--- src/rtl/rr_arb_2x1.sv ---
// rr_arb_2x1: two-input round-robin arbiter with a single registered output
// stage. It drives the downstream 2:1 mux select and keeps saturating
// per-input grant counters for debug.
module rr_arb_2x1 #(
    parameter int WIDTH = 8,
    parameter int CNT_W = 16
) (
    input  logic             clk,
    input  logic             rst_n,
    input  logic             in0_valid,
    input  logic [WIDTH-1:0] in0_data,
    output logic             in0_ready,
    input  logic             in1_valid,
    input  logic [WIDTH-1:0] in1_data,
    output logic             in1_ready,
    output logic             sel,
    output logic             out_valid,
    output logic [WIDTH-1:0] out_data,
    output logic             out_src,
    input  logic             out_ready,
    output logic [CNT_W-1:0] cnt0,
    output logic [CNT_W-1:0] cnt1,
    input  logic             cnt_clr
);

    localparam logic [CNT_W-1:0] CNT_MAX = {CNT_W{1'b1}};

    logic             r_prio;
    logic             r_out_valid;
    logic [WIDTH-1:0] r_out_data;
    logic             r_out_src;
    logic [CNT_W-1:0] r_cnt0;
    logic [CNT_W-1:0] r_cnt1;

    logic             w_sel;
    logic             w_space;
    logic             w_accept;
    logic             w_acc0;
    logic             w_acc1;
    logic [WIDTH-1:0] w_gnt_data;

    // Grant: a lone requester wins; on a tie or when idle, prio decides.
    always_comb begin
        w_sel = r_prio;
        if (in0_valid && !in1_valid)
            w_sel = 1'b0;
        else if (in1_valid && !in0_valid)
            w_sel = 1'b1;
    end

    // The register can take a beat when empty or when it drains this cycle.
    // Ready goes only to the granted input, independent of its valid.
    assign w_space    = ~r_out_valid | out_ready;
    assign w_accept   = w_space & (in0_valid | in1_valid);
    assign w_acc0     = w_accept & ~w_sel;
    assign w_acc1     = w_accept & w_sel;
    assign w_gnt_data = w_sel ? in1_data : in0_data;

    assign sel       = w_sel;
    assign in0_ready = w_space & ~w_sel;
    assign in1_ready = w_space & w_sel;
    assign out_valid = r_out_valid;
    assign out_data  = r_out_data;
    assign out_src   = r_out_src;
    assign cnt0      = r_cnt0;
    assign cnt1      = r_cnt1;

    // Output stage and priority: load on accept and hand the tie to the
    // loser; otherwise drop valid on drain and hold payload.
    always_ff @(posedge clk or negedge rst_n) begin
        if (!rst_n) begin
            r_out_valid <= 1'b0;
            r_out_data  <= '0;
            r_out_src   <= 1'b0;
            r_prio      <= 1'b0;
        end else if (w_accept) begin
            r_out_valid <= 1'b1;
            r_out_data  <= w_gnt_data;
            r_out_src   <= w_sel;
            r_prio      <= ~w_sel;
        end else if (out_ready) begin
            r_out_valid <= 1'b0;
        end
    end

    // Grant counters: clear beats a same-cycle increment; saturate at max.
    always_ff @(posedge clk or negedge rst_n) begin
        if (!rst_n) begin
            r_cnt0 <= '0;
            r_cnt1 <= '0;
        end else if (cnt_clr) begin
            r_cnt0 <= '0;
            r_cnt1 <= '0;
        end else begin
            if (w_acc0 && r_cnt0 != CNT_MAX)
                r_cnt0 <= r_cnt0 + 1'b1;
            if (w_acc1 && r_cnt1 != CNT_MAX)
                r_cnt1 <= r_cnt1 + 1'b1;
        end
    end

endmodule

--- config.mk ---
export PLATFORM = sky130hd
export DESIGN_NAME = rr_arb_2x1
export DESIGN_NICKNAME = d
export VERILOG_FILES = /design/src/rtl/rr_arb_2x1.sv
export SDC_FILE = /design/constraint.sdc
export NUM_CORES = 1
export LEC_CHECK = 0
export ABC_AREA = 0
export ABC_CLOCK_PERIOD_IN_PS = 4400
export CAP_MARGIN = 10
export CORE_MARGIN = 10
export CORE_UTILIZATION = 51
export CTS_CLUSTER_SIZE = 25
export DETAILED_ROUTE_END_ITERATION = 10
export PLACE_DENSITY_LB_ADDON = 0.25
export SYNTH_ARGS = -nofsm -noshare
export SYNTH_HDL_FRONTEND = slang
export SYNTH_SLANG_ARGS = --single-unit
--- constraint.sdc ---
create_clock -name clk -period 4.4 [get_ports clk]
set_clock_uncertainty 0.2 [all_clocks]
set_input_delay 1.1 -clock clk [delete_from_list [all_inputs] [get_ports clk]]
set_output_delay 1.1 -clock clk [all_outputs]
set_load 0.05 [all_outputs]
# After elaboration in Yosys (flattened, before gate mapping)
# Index checks and enable logic that the tools add are counted.
# classes
add_sub_neg	2
n_eq_ne	2
muxes	9
bitwise_logic	9
n_reduce_logical	9
# op_table
op	count
16-bit two-way mux	4
16-bit by 1-bit adder with 16-bit output, second input constant	2
16-bit inequality test, second input constant	2
8-bit two-way mux	1
2-bit nonzero test	3
1-bit bitwise AND	5
1-bit logical AND	4
1-bit two-way mux	4
1-bit zero test	2
1-bit inverter	2
1-bit OR	2
# totals
register_bits	43
word_cells	37

# Longest topological paths before layout
# Gate-level depths: netlist (run 1).
# depth
word_depth	9
ltp_mapped	7
ltp_nobuf	6

# Worst setup path after synthesis (run 1)
# Ideal clock, no wire load.
# synth_path
path_type	input -> output
start	in in0_valid
end	out in0_ready
arrival_ns	2.666
t_required_ns	3.100
path_slack_ns	0.434
path_stages	5
n_path_buf	1
cell_sequence	or2b_1 -> nand2_1 -> o21ai_0 -> clkbuf_1 -> nor2_1
# synth_via
elab_chain_cells	6
word_cells_on_any_way	7
# synth_lines
element	line	rtl
from (decl)	10	input logic in0_valid,
1-bit zero test	47	else if (in1_valid && !in0_valid)
1-bit logical AND	47	
1-bit two-way mux	47	
1-bit two-way mux *	45	if (in0_valid && !in1_valid)
net sel	16	output logic sel,
1-bit inverter *	60	assign in0_ready = w_space & ~w_sel;
1-bit bitwise AND *	60	
to (decl)	12	output logic in0_ready,
# The timed path passes the listed nets; every way through them passes the cells marked *.

# Worst setup path after layout (run 1)
# layout_path
start	in in0_valid
end	out in0_ready
# layout_via
elab_chain_cells	6
word_cells_on_any_way	7
# layout_lines
element	line
1-bit zero test	47
1-bit logical AND	47
1-bit two-way mux	47
1-bit two-way mux *	45
1-bit inverter *	60
1-bit bitwise AND *	60
# Every way passes the cells marked *; elsewhere a longest branch is shown, timed or not.

==> results.rst, run 1 <==
.. list-table::
   :header-rows: 1

   * - Metric
     - Value
   * - Time the final worst path needs with I/O delays and setup
     - roughly 4.0 ns
   * - First-pass GRT wire length
     - around 9.8 mm
   * - Number of vias per cell
     - ~5.7
   * - I/O pin cnt
     - 67
   * - Endpoint of the lowest-slack register-to-register path
     - cnt1[2]
   * - Final global-route overflow total
     - 0
   * - Post-synth design cell area
     - 2350 sq um
   * - Count of instances resized after the clock tree is built
     - 0
   * - Static leakage power
     - 1.25 nW
   * - Worst setup path end
     - in0_ready
   * - Latest clock arrival within the worst-skew pair
     - about 0.29 ns
   * - Fraction of met3 tracks used by global routing
     - approximately 5.8%
   * - Vias in the first global route
     - roughly 2,000
   * - Count of hold-fix buffers inserted at cts
     - 0
   * - Number of cells traversed by the worst register-to-register path
     - 6
   * - ANT nets after route
     - 0
   * - Initial core utilization
     - a little over half
   * - Fraction of final layout cells with drive strength greater than 1
     - a little under 10%
   * - Detail-routed net length per standard cell
     - 16.7 um
   * - DP Wirelength
     - between 4 and 5 mm
   * - Total Negative Setup Slacks
     - 0 ns
   * - Final worst path period share
     - roughly nine tenths
   * - Upper clock frequency limit
     - 248 MHz
   * - Number of max-slew violations in the final report
     - 0
   * - Diode count
     - 0
   * - Overall die area
     - approximately 7700 sq um
   * - Max-Slew Margin vs Limit
     - a little under two fifths
   * - Sum of routed wire length over all layers
     - ~6 mm
   * - Weighted congestion reported at the end of routability-driven placement
     - around 0.86
   * - RSZ-0062 raised after global routing
     - false
   * - FF-to-FF setup slack
     - around 2.3 ns
   * - Number of post-CTS setup repair buffers
     - 0
   * - Launch instance of the worst register-to-register path
     - cnt1[0]
   * - Horizontal extent of the die
     - about 88 um
   * - Root Buffer Master
     - sky130_fd_sc_hd__clkbuf_8
   * - Kind of start point of the critical path
     - input pin
   * - Busiest layer in global routing
     - met2
   * - Buffers on Ports
     - 66
   * - Number of DRC markers after the initial detailed-route iteration
     - around 110
   * - Total number of H-tree levels
     - 2
   * - Maxcap violations
     - 0
   * - TritonCTS sink count
     - 43
   * - Total clock buffers created by CTS
     - 5
   * - Gate Count Post-Synth
     - between 200 and 250
   * - CTS max path bufs
     - 2
   * - Outcome
     - completed
   * - Final Setup Violations
     - 0
   * - CORE AREA
     - 4410 sq um
   * - Y dimension of the die
     - slightly below 90 um
   * - Data arrival time of the critical path
     - between 2 and 3 ns
   * - Min-delay worst type
     - reg2reg
   * - Relative area change from synthesis to final layout
     - 33.7%
   * - Critical Path Source
     - in0_valid
   * - Yosys warning total
     - 0
   * - CP required
     - just over 3 ns
   * - DRC violation count after routing
     - 0
   * - Mean cell area of the mapped netlist
     - 9.97 sq um
   * - Power per Cell Area
     - roughly 280 nW/um^2
   * - Count of endpoints failing hold in the final timing report
     - 0
   * - CTS tree
     - built
   * - Number of search-and-repair iterations in the first detailed-routing pass
     - 4
   * - Flip-flop cell with the highest count after synthesis
     - sky130_fd_sc_hd__dfrtp_1
   * - Via total after detailed routing
     - a little over 2,000
   * - Fraction of synthesis flops using an asynchronous set or reset pin
     - 100%
   * - Standard-cell rows
     - 24
   * - Number of synthesized register bits
     - 43
   * - Worst VDD drop
     - ~170 uV
   * - Met1 demand-to-capacity share in global routing
     - 19.7%
   * - Met2 capacity usage during global routing
     - about a quarter
   * - GRT Total Usage
     - 15.6%
   * - Type of destination of the critical path
     - output port
   * - EDFF count, synth
     - 0
   * - Power, Total
     - between 0.8 and 0.9 mW
   * - Measured slew at the worst slew-check pin
     - roughly 0.94 ns
   * - Antenna violations before repair
     - 0
   * - Total Nets Final
     - 327
   * - Maximum fanout count along the critical path
     - 6
   * - Number of library cell types mapped by synthesis
     - 47
   * - Part of the Yosys area used for sequential elements
     - between 40% and 50%
   * - Pin count of the biggest net entering global routing
     - 44
   * - Clock transition at the register clock pins on the worst setup and hold paths after CTS
     - about 0.080 ns
   * - Mapped Nets
     - between 200 and 300
   * - WS Path Type
     - in2out
metrics by stage:
stage,instance area [sq um],worst slack [ns],hold WS (ns),util [%],instances
2_1_floorplan,2350,0.434,0.383,-,236
3_3_place_gp,3060,0.432,0.251,69.3,348
3_5_place_dp,3060,0.373,0.255,69.3,348
4_1_cts,3150,0.363,0.275,71.3,355
5_1_grt,3150,0.240,0.286,71.3,355
6_report,3150,0.364,0.267,71.3,355
cell usage after synthesis, types with 2 or more instances:
| cell | count | area share [%] |
|---|---|---|
| sky130_fd_sc_hd__dfrtp_1 | 43 | 46 |
| sky130_fd_sc_hd__nand2_1 | 31 | 4.9 |
| sky130_fd_sc_hd__nor2_1 | 31 | 4.9 |
| sky130_fd_sc_hd__xnor2_1 | 22 | 8.2 |
| sky130_fd_sc_hd__nor3_1 | 11 | 2.3 |
| sky130_fd_sc_hd__a32oi_1 | 8 | 3.0 |
| sky130_fd_sc_hd__nand3_1 | 8 | 1.7 |
| sky130_fd_sc_hd__nand4_1 | 8 | 2.1 |
| sky130_fd_sc_hd__o21ai_0 | 7 | 1.5 |
| sky130_fd_sc_hd__a21oi_1 | 6 | 1.3 |
| sky130_fd_sc_hd__nor4_1 | 5 | 1.3 |
| sky130_fd_sc_hd__and4_1 | 3 | 1.1 |
| sky130_fd_sc_hd__clkbuf_1 | 3 | 0.48 |
| sky130_fd_sc_hd__nand4_4 | 3 | 2.7 |
| sky130_fd_sc_hd__or3_1 | 3 | 0.80 |
| sky130_fd_sc_hd__and2_1 | 2 | 0.53 |
| sky130_fd_sc_hd__buf_6 | 2 | 0.96 |
| sky130_fd_sc_hd__ha_1 | 2 | 1.1 |
| sky130_fd_sc_hd__inv_1 | 2 | 0.32 |
| sky130_fd_sc_hd__mux2i_1 | 2 | 0.85 |
| sky130_fd_sc_hd__nand2b_1 | 2 | 0.53 |
| sky130_fd_sc_hd__nand3_2 | 2 | 0.85 |
| sky130_fd_sc_hd__nor3b_1 | 2 | 0.64 |
| sky130_fd_sc_hd__nor4_2 | 2 | 1.1 |
| sky130_fd_sc_hd__nor4_4 | 2 | 1.8 |
| sky130_fd_sc_hd__nor4b_1 | 2 | 0.74 |
| sky130_fd_sc_hd__o21bai_1 | 2 | 0.64 |
report_power, final:
part	switching, mW	total [mW]	internal (mW)
clock network	0.132	0.255	0.123
registers	0.0129	0.427	0.414
logic	0.138	0.214	0.0765
total	0.283	0.896	0.613
worst min-delay path by stage:
stage / endpoint / start / cells past startpoint
floorplan: r_prio / r_prio / 2
global placement: out_data[5] / out_data[5] / 2
detailed placement: out_data[2] / out_data[2] / 2
CTS: out_data[2] / out_data[2] / 2
global route: out_data[6] / out_data[6] / 2
finish: out_data[2] / out_data[2] / 2
registers in the layout, summed over array words and instances, names as in the netlist:
name and cells:
r_prio 1, cnt0 16, cnt1 16, out_data 8, out_valid 1, out_src 1
logic make-up after synthesis:
kind of cell             count (synthesis)  synth area share (%)
XOR/XNOR                                23                  8.56
flip-flops                              43                  45.7
buffers and inverters                   10                  2.87
adder cells (fa/ha/maj)                  2                  1.06
multiplexers                             2                 0.851
AO/OA/AOI/OAI                           28                  8.40
AND/OR/NAND/NOR                        128                  32.5
area by class of cell:
class                           count  area [sq um]
Clock buffer                        6          82.6
Multi-Input combinational cell    183          1210
Fill cell                         328          1270
Inverter                            2          7.51
Tap cell                           52          65.1
Clock inverter                      1          5.00
Sequential cell                    43          1080
Timing Repair Buffer               68           701
layout by cell type (no fill, tap or decap), types with 3 or more instances in the layout:
cell type                         instances
sky130_fd_sc_hd__dfrtp_1                 43
sky130_fd_sc_hd__a21oi_1                  6
sky130_fd_sc_hd__clkdlybuf4s50_1         62
sky130_fd_sc_hd__clkbuf_8                 6
sky130_fd_sc_hd__xnor2_1                 22
sky130_fd_sc_hd__nor3_1                  11
sky130_fd_sc_hd__nor4_1                   5
sky130_fd_sc_hd__or3_1                    3
sky130_fd_sc_hd__nand2_1                 31
sky130_fd_sc_hd__nand3_1                  8
sky130_fd_sc_hd__nand4_1                  8
sky130_fd_sc_hd__nand4_4                  3
sky130_fd_sc_hd__o21ai_0                  7
sky130_fd_sc_hd__and4_1                   3
sky130_fd_sc_hd__a32oi_1                  8
sky130_fd_sc_hd__nor2_1                  31
sky130_fd_sc_hd__buf_12                   3
worst max-delay path, stage by stage:
cell	delay, ns
sky130_fd_sc_hd__clkdlybuf4s50_1	0.54
sky130_fd_sc_hd__or2b_1	0.28
sky130_fd_sc_hd__nand2_1	0.07
sky130_fd_sc_hd__o21ai_0	0.28
sky130_fd_sc_hd__nor2_1	0.28
sky130_fd_sc_hd__buf_12	0.17
layer usage:
layer,vias up,part of all wire (%)
li1,975,-
met1,959,41
met2,75,46
met3,5,12
met4,0,0.86
met5,-,0
Note: power is estimated with default switching activity, not from simulation.
==> inputs of run 2 (changes only) <==
--- a/config.mk
+++ b/config.mk
@@ -12,6 +12,8 @@
 export CORE_UTILIZATION = 51
 export CTS_CLUSTER_SIZE = 25
 export DETAILED_ROUTE_END_ITERATION = 10
+export GPL_ROUTABILITY_DRIVEN = 0
+export GPL_TIMING_DRIVEN = 0
 export PLACE_DENSITY_LB_ADDON = 0.25
 export SYNTH_ARGS = -nofsm -noshare
 export SYNTH_HDL_FRONTEND = slang
==> results.rst, run 2 (synthesized netlist as in run 1, its figures left out) <==
.. list-table::
   :header-rows: 1

   * - Metric
     - Value
   * - Maximum fanout count along the critical path
     - 10
   * - Total number of H-tree levels
     - 2
   * - Count of endpoints failing hold in the final timing report
     - 0
   * - CTS max path bufs
     - 2
   * - Number of DRC markers after the initial detailed-route iteration
     - between 60 and 70
   * - Overall die area
     - a little under 8000 sq um
   * - Power per Cell Area
     - 308 nW/um^2
   * - Hold_ws
     - 0.273 ns
   * - Outcome
     - completed
   * - Final Setup Violations
     - 0
   * - CTS tree
     - built
   * - Leading cell type in the layout, fill and taps excluded
     - sky130_fd_sc_hd__clkdlybuf4s50_1
   * - CP required
     - between 3 and 4 ns
   * - Buffers on Ports
     - 66
   * - TritonCTS sink count
     - 43
   * - Fill cells
     - roughly 340
   * - Type of destination of the critical path
     - output port
   * - Upper clock frequency limit
     - roughly 240 MHz
   * - Antenna violations before repair
     - 0
   * - Total area of multi-input combinational cells
     - approximately 1200 sq um
   * - WS Path Type
     - in2out
   * - Fraction of final layout cells with drive strength greater than 1
     - 9.97%
   * - RSZ-0062 raised after global routing
     - false
   * - Worst slack after detailed placement
     - -0.247 ns
   * - Total clock buffers created by CTS
     - 5
   * - DP Wirelength
     - 4.35 mm
   * - Detail-routed net length per standard cell
     - around 16 um
   * - ANT nets after route
     - 0
   * - Horizontal extent of the die
     - approximately 90 um
   * - Power, Total
     - slightly below 1 mW
   * - Worst VDD drop
     - roughly 190 uV
   * - Final worst path period share
     - 96.4%
   * - Number of max-slew violations in the final report
     - 0
   * - Number of search-and-repair iterations in the first detailed-routing pass
     - 4
   * - Pin count of the biggest net entering global routing
     - 37
   * - GRT Total Usage
     - 15.4%
   * - Standard-cell rows
     - 24
   * - Number of vias per cell
     - around 5.6
   * - I/O pin cnt
     - between 60 and 70
   * - Clock transition at the register clock pins on the worst setup and hold paths after CTS
     - around 0.08 ns
   * - Sum of routed wire length over all layers
     - around 6.0 mm
   * - Relative area change from synthesis to final layout
     - 36.9%
   * - Time the final worst path needs with I/O delays and setup
     - ~4.2 ns
   * - Latest clock arrival within the worst-skew pair
     - roughly 0.29 ns
   * - Count of hold-fix buffers inserted at cts
     - 0
   * - Total Nets Final
     - around 330
   * - Leading cell types in the layout, fill and taps excluded
     - 62 x sky130_fd_sc_hd__clkdlybuf4s50_1, 43 x sky130_fd_sc_hd__dfrtp_1, 31 x sky130_fd_sc_hd__nand2_1, 31 x sky130_fd_sc_hd__nor2_1, 22 x sky130_fd_sc_hd__xnor2_1
   * - CORE AREA
     - 4410 sq um
   * - Max-Slew Margin vs Limit
     - a little over half
   * - Vias in the first global route
     - 1,963
   * - Kind of start point of the critical path
     - input pin
   * - Initial core utilization
     - between 50% and 60%
   * - Min setup slack post-route
     - about 0.16 ns
   * - DRC violation count after routing
     - 0
   * - Data arrival time of the critical path
     - 2.94 ns
   * - Diode count
     - 0
   * - Register Area
     - around 1100 sq um
   * - Maxcap violations
     - 0
   * - Root Buffer Master
     - sky130_fd_sc_hd__clkbuf_8
   * - Min-delay worst type
     - reg2reg
   * - First-pass GRT wire length
     - 9.72 mm
   * - Via total after detailed routing
     - ~2,000
   * - Static leakage power
     - 1.29 nW
   * - Y dimension of the die
     - between 80 and 90 um
   * - Final global-route overflow total
     - 0
   * - Measured slew at the worst slew-check pin
     - 0.673 ns
run 2: cell count changes in the layout (fill, tap and decap cells not counted):
| cell | before | now |
|---|---|---|
| sky130_fd_sc_hd__dlygate4sd3_1 | 0 | 1 |
| sky130_fd_sc_hd__clkbuf_2 | 0 | 2 |
| sky130_fd_sc_hd__dlygate4sd2_1 | 0 | 2 |
| sky130_fd_sc_hd__buf_4 | 2 | 1 |
| sky130_fd_sc_hd__bufinv_16 | 0 | 2 |
| sky130_fd_sc_hd__clkinv_2 | 1 | 0 |
| sky130_fd_sc_hd__dlygate4sd1_1 | 0 | 1 |
| sky130_fd_sc_hd__buf_6 | 0 | 2 |
| sky130_fd_sc_hd__clkbuf_1 | 0 | 3 |
| sky130_fd_sc_hd__clkbuf_8 | 6 | 5 |
| sky130_fd_sc_hd__buf_12 | 3 | 1 |
run 2: critical path, stage by stage:
cell,delay [ns]
sky130_fd_sc_hd__clkdlybuf4s50_1,0.47
sky130_fd_sc_hd__or2b_1,0.23
sky130_fd_sc_hd__nand2_1,0.06
sky130_fd_sc_hd__o21ai_0,0.12
sky130_fd_sc_hd__clkbuf_2,0.28
sky130_fd_sc_hd__and2_1,0.15
sky130_fd_sc_hd__dlygate4sd2_1,0.54
run 2: power breakdown:
part	internal [mW]	switching, mW	total [mW]
clock network	0.227	0.130	0.357
registers	0.414	0.0120	0.426
logic	0.0727	0.137	0.210
total	0.713	0.279	0.992
run 2: metal layers:
metal / routed length, um / track usage, % / vias to the layer above
li1: - / - / 992
met1: 2650 / 19.9 / 972
met2: 2790 / 24.4 / 46
met3: 475 / 5.11 / 5
met4: 37 / 3.77 / 0
met5: 0 / 0 / -
run 2: what timing repair did:
action | 4_1_cts | 5_1_grt
cloned | 0 | 0
resized for setup | 3 | 4
setup endpoints to repair | 3 | 2
pin swaps | 0 | 0
buffers inserted | 0 | 0
run 2: final cells by class:
class	instances	share of cell area, %
Clock buffer	6	2.25
Timing Repair Buffer	67	20.8
Multi-Input combinational cell	183	37.5
Inverter	2	0.233
Sequential cell	43	33.4
Clock inverter	2	1.87
Buffer	8	1.90
Tap cell	52	2.02
run 2: stage by stage:
stage / instance area [sq um] / setup TNS, ns / util, % / std cells
2_1_floorplan: 2350 / 0 / - / 236
3_3_place_gp: 3080 / -0.585 / 69.7 / 354
3_5_place_dp: 3090 / -0.620 / 70.1 / 355
4_1_cts: 3220 / 0 / 73.0 / 363
5_1_grt: 3220 / 0 / 72.9 / 363
6_report: 3220 / 0 / 72.9 / 363
run 2: final timing paths:
check,start,endpoint,slack (ns),cells after the start
max,in0_valid,in1_ready,0.16,7
min,out_data[3],out_data[3],0.27,2
max reg2reg,cnt1[0],cnt1[2],2.34,6
min reg2reg,out_data[3],out_data[3],0.27,2
max in group asynchronous,rst_n,cnt0[2],3.10,2
min in group asynchronous,rst_n,cnt1[3],0.45,1
==> inputs of run 3 (changes only) <==
--- a/config.mk
+++ b/config.mk
@@ -8,7 +8,7 @@
 export ABC_AREA = 0
 export ABC_CLOCK_PERIOD_IN_PS = 4400
 export CAP_MARGIN = 10
-export CORE_MARGIN = 10
+export CORE_MARGIN = 4
 export CORE_UTILIZATION = 51
 export CTS_CLUSTER_SIZE = 25
 export DETAILED_ROUTE_END_ITERATION = 10
==> results.rst, run 3 (synthesized netlist as in run 1, its figures left out) <==
.. list-table::
   :header-rows: 1

   * - Metric
     - Value
   * - Outcome
     - completed
   * - CTS max path bufs
     - 2
   * - Buffers on Ports
     - between 60 and 70
   * - Diode count
     - 0
   * - Design area
     - 3180 sq um
   * - Standard-cell rows
     - 24
   * - Kind of start point of the critical path
     - input pin
   * - Count of hold-fix buffers inserted at cts
     - 0
   * - Final Setup Violations
     - 0
   * - Overall die area
     - between 5000 and 6000 sq um
   * - Maxcap violations
     - 0
   * - Post-DP Area
     - 3090 sq um
   * - Antenna violations before repair
     - 0
   * - Data arrival time of the critical path
     - between 2 and 3 ns
   * - Number of DRC markers after the initial detailed-route iteration
     - approximately 120
   * - ANT nets after route
     - 0
   * - Time the final worst path needs with I/O delays and setup
     - approximately 4.2 ns
   * - Min-delay worst type
     - reg2reg
   * - CORE AREA
     - between 4000 and 5000 sq um
   * - Latest clock arrival within the worst-skew pair
     - 0.29 ns
   * - Type of destination of the critical path
     - output port
   * - Power per Cell Area
     - approximately 280 nW/um^2
   * - Number of max-slew violations in the final report
     - 0
   * - Static leakage power
     - 1.27 nW
   * - Fraction of final layout cells with drive strength greater than 1
     - 9.97%
   * - Total clock buffers created by CTS
     - 5
   * - Total Nets Final
     - about 330
   * - Via total after detailed routing
     - between 2,000 and 2,500
   * - CTS tree
     - built
   * - RSZ-0062 raised after global routing
     - false
   * - Leading cell types in the layout, fill and taps excluded
     - 62 x sky130_fd_sc_hd__clkdlybuf4s50_1, 43 x sky130_fd_sc_hd__dfrtp_1, 31 x sky130_fd_sc_hd__nand2_1, 31 x sky130_fd_sc_hd__nor2_1, 22 x sky130_fd_sc_hd__xnor2_1
   * - Root Buffer Master
     - sky130_fd_sc_hd__clkbuf_8
   * - TritonCTS sink count
     - 43
   * - Maximum fanout count along the critical path
     - 10
   * - First-pass GRT wire length
     - 9.54 mm
   * - Pin count of the biggest net entering global routing
     - 27
   * - Clock transition at the register clock pins on the worst setup and hold paths after CTS
     - 0.08 ns
   * - Detail-routed net length per standard cell
     - 15.1 um
   * - Measured slew at the worst slew-check pin
     - 0.675 ns
   * - Final worst path period share
     - 96.0%
   * - GRT Total Usage
     - approximately 20%
   * - Leading cell type in the layout, fill and taps excluded
     - sky130_fd_sc_hd__clkdlybuf4s50_1
   * - Upper clock frequency limit
     - around 240 MHz
   * - Total number of H-tree levels
     - 2
   * - Y dimension of the die
     - 75.9 um
   * - Vias in the first global route
     - 2,013
   * - Final global-route overflow total
     - 0
   * - Fill cells
     - ~350
   * - Horizontal extent of the die
     - between 70 and 80 um
   * - Sum of routed wire length over all layers
     - approximately 5.5 mm
   * - Count of endpoints failing hold in the final timing report
     - 0
   * - Initial core utilization
     - between 50% and 60%
   * - DP Wirelength
     - a little over 4 mm
   * - Hold_ws
     - 0.267 ns
   * - CP required
     - roughly 3.1 ns
   * - WS Path Type
     - in2out
   * - Number of search-and-repair iterations in the first detailed-routing pass
     - 4
   * - Max-Slew Margin vs Limit
     - a little over half
   * - Number of vias per cell
     - between 5 and 6
   * - Worst VDD drop
     - around 170 uV
   * - Relative area change from synthesis to final layout
     - 35.3%
   * - DRC violation count after routing
     - 0
   * - I/O pin cnt
     - 67
## run 3: changes by cell type in the layout (fill, tap and decap cells not counted)
cell / previous run / this run
sky130_fd_sc_hd__clkbuf_1: 3 / 4
sky130_fd_sc_hd__bufinv_16: 2 / 0
sky130_fd_sc_hd__dlygate4sd2_1: 2 / 1
sky130_fd_sc_hd__clkbuf_8: 5 / 7
## run 3: timing repair
item,CTS,global route
resized for setup,3,4
endpoints found under the setup margin,3,2
setup buffers,0,0
## run 3: power breakdown
part	internal (mW)	switching [mW]
logic	0.0720	0.135
clock network	0.143	0.128
registers	0.414	0.0124
## run 3: path summary, 6_finish.rpt
kind                       cells past startpoint   startpoint  slack (ns)     endpoint
max reg2reg                                    6      cnt1[0]        2.33      cnt1[2]
min reg2reg                                    2  out_data[3]        0.27  out_data[3]
min in group asynchronous                      1        rst_n        0.53      cnt1[3]
min                                            2  out_data[3]        0.27  out_data[3]
max in group asynchronous                      2        rst_n        2.98     cnt0[15]
max                                            6    in0_valid        0.18          sel
## run 3: stage by stage
step                      setup WS [ns]  TNS [ns]  cells  util, %  power [mW]
after floorplan                   0.434         0    236        -       0.558
after global placement           -0.228    -0.545    354     69.7       0.639
after detailed placement         -0.248    -0.608    355     70.1       0.646
after CTS                        0.0284         0    363     72.3       0.914
after global routing             0.0333         0    363     72.1       0.942
final                             0.177         0    363     72.1       0.904
## run 3: area by class of cell
cell class,count,area [sq um],area share [%]
buffer,8,60.1,1.89
clock buffer,8,100,3.15
inverter,2,7.51,0.236
multi-input combinational,183,1210,38.0
sequential,43,1080,33.8
tap,52,65.1,2.04
timing repair buffer,67,664,20.9
## run 3: layer usage
layer  vias to the layer above  track usage (%)  routed length [um]
met5                         -                0                   0
met4                         0             5.87                  39
met3                         4             4.74                 315
met2                        52             30.3                2580
met1                       976             27.0                2550
li1                        989                -                   -
## run 3: critical path: stages
cell and delay [ns]:
sky130_fd_sc_hd__clkdlybuf4s50_1 0.48, sky130_fd_sc_hd__or2b_1 0.23, sky130_fd_sc_hd__nand2_1 0.06, sky130_fd_sc_hd__o21ai_0 0.11, sky130_fd_sc_hd__clkbuf_1 0.36, sky130_fd_sc_hd__dlygate4sd2_1 0.58
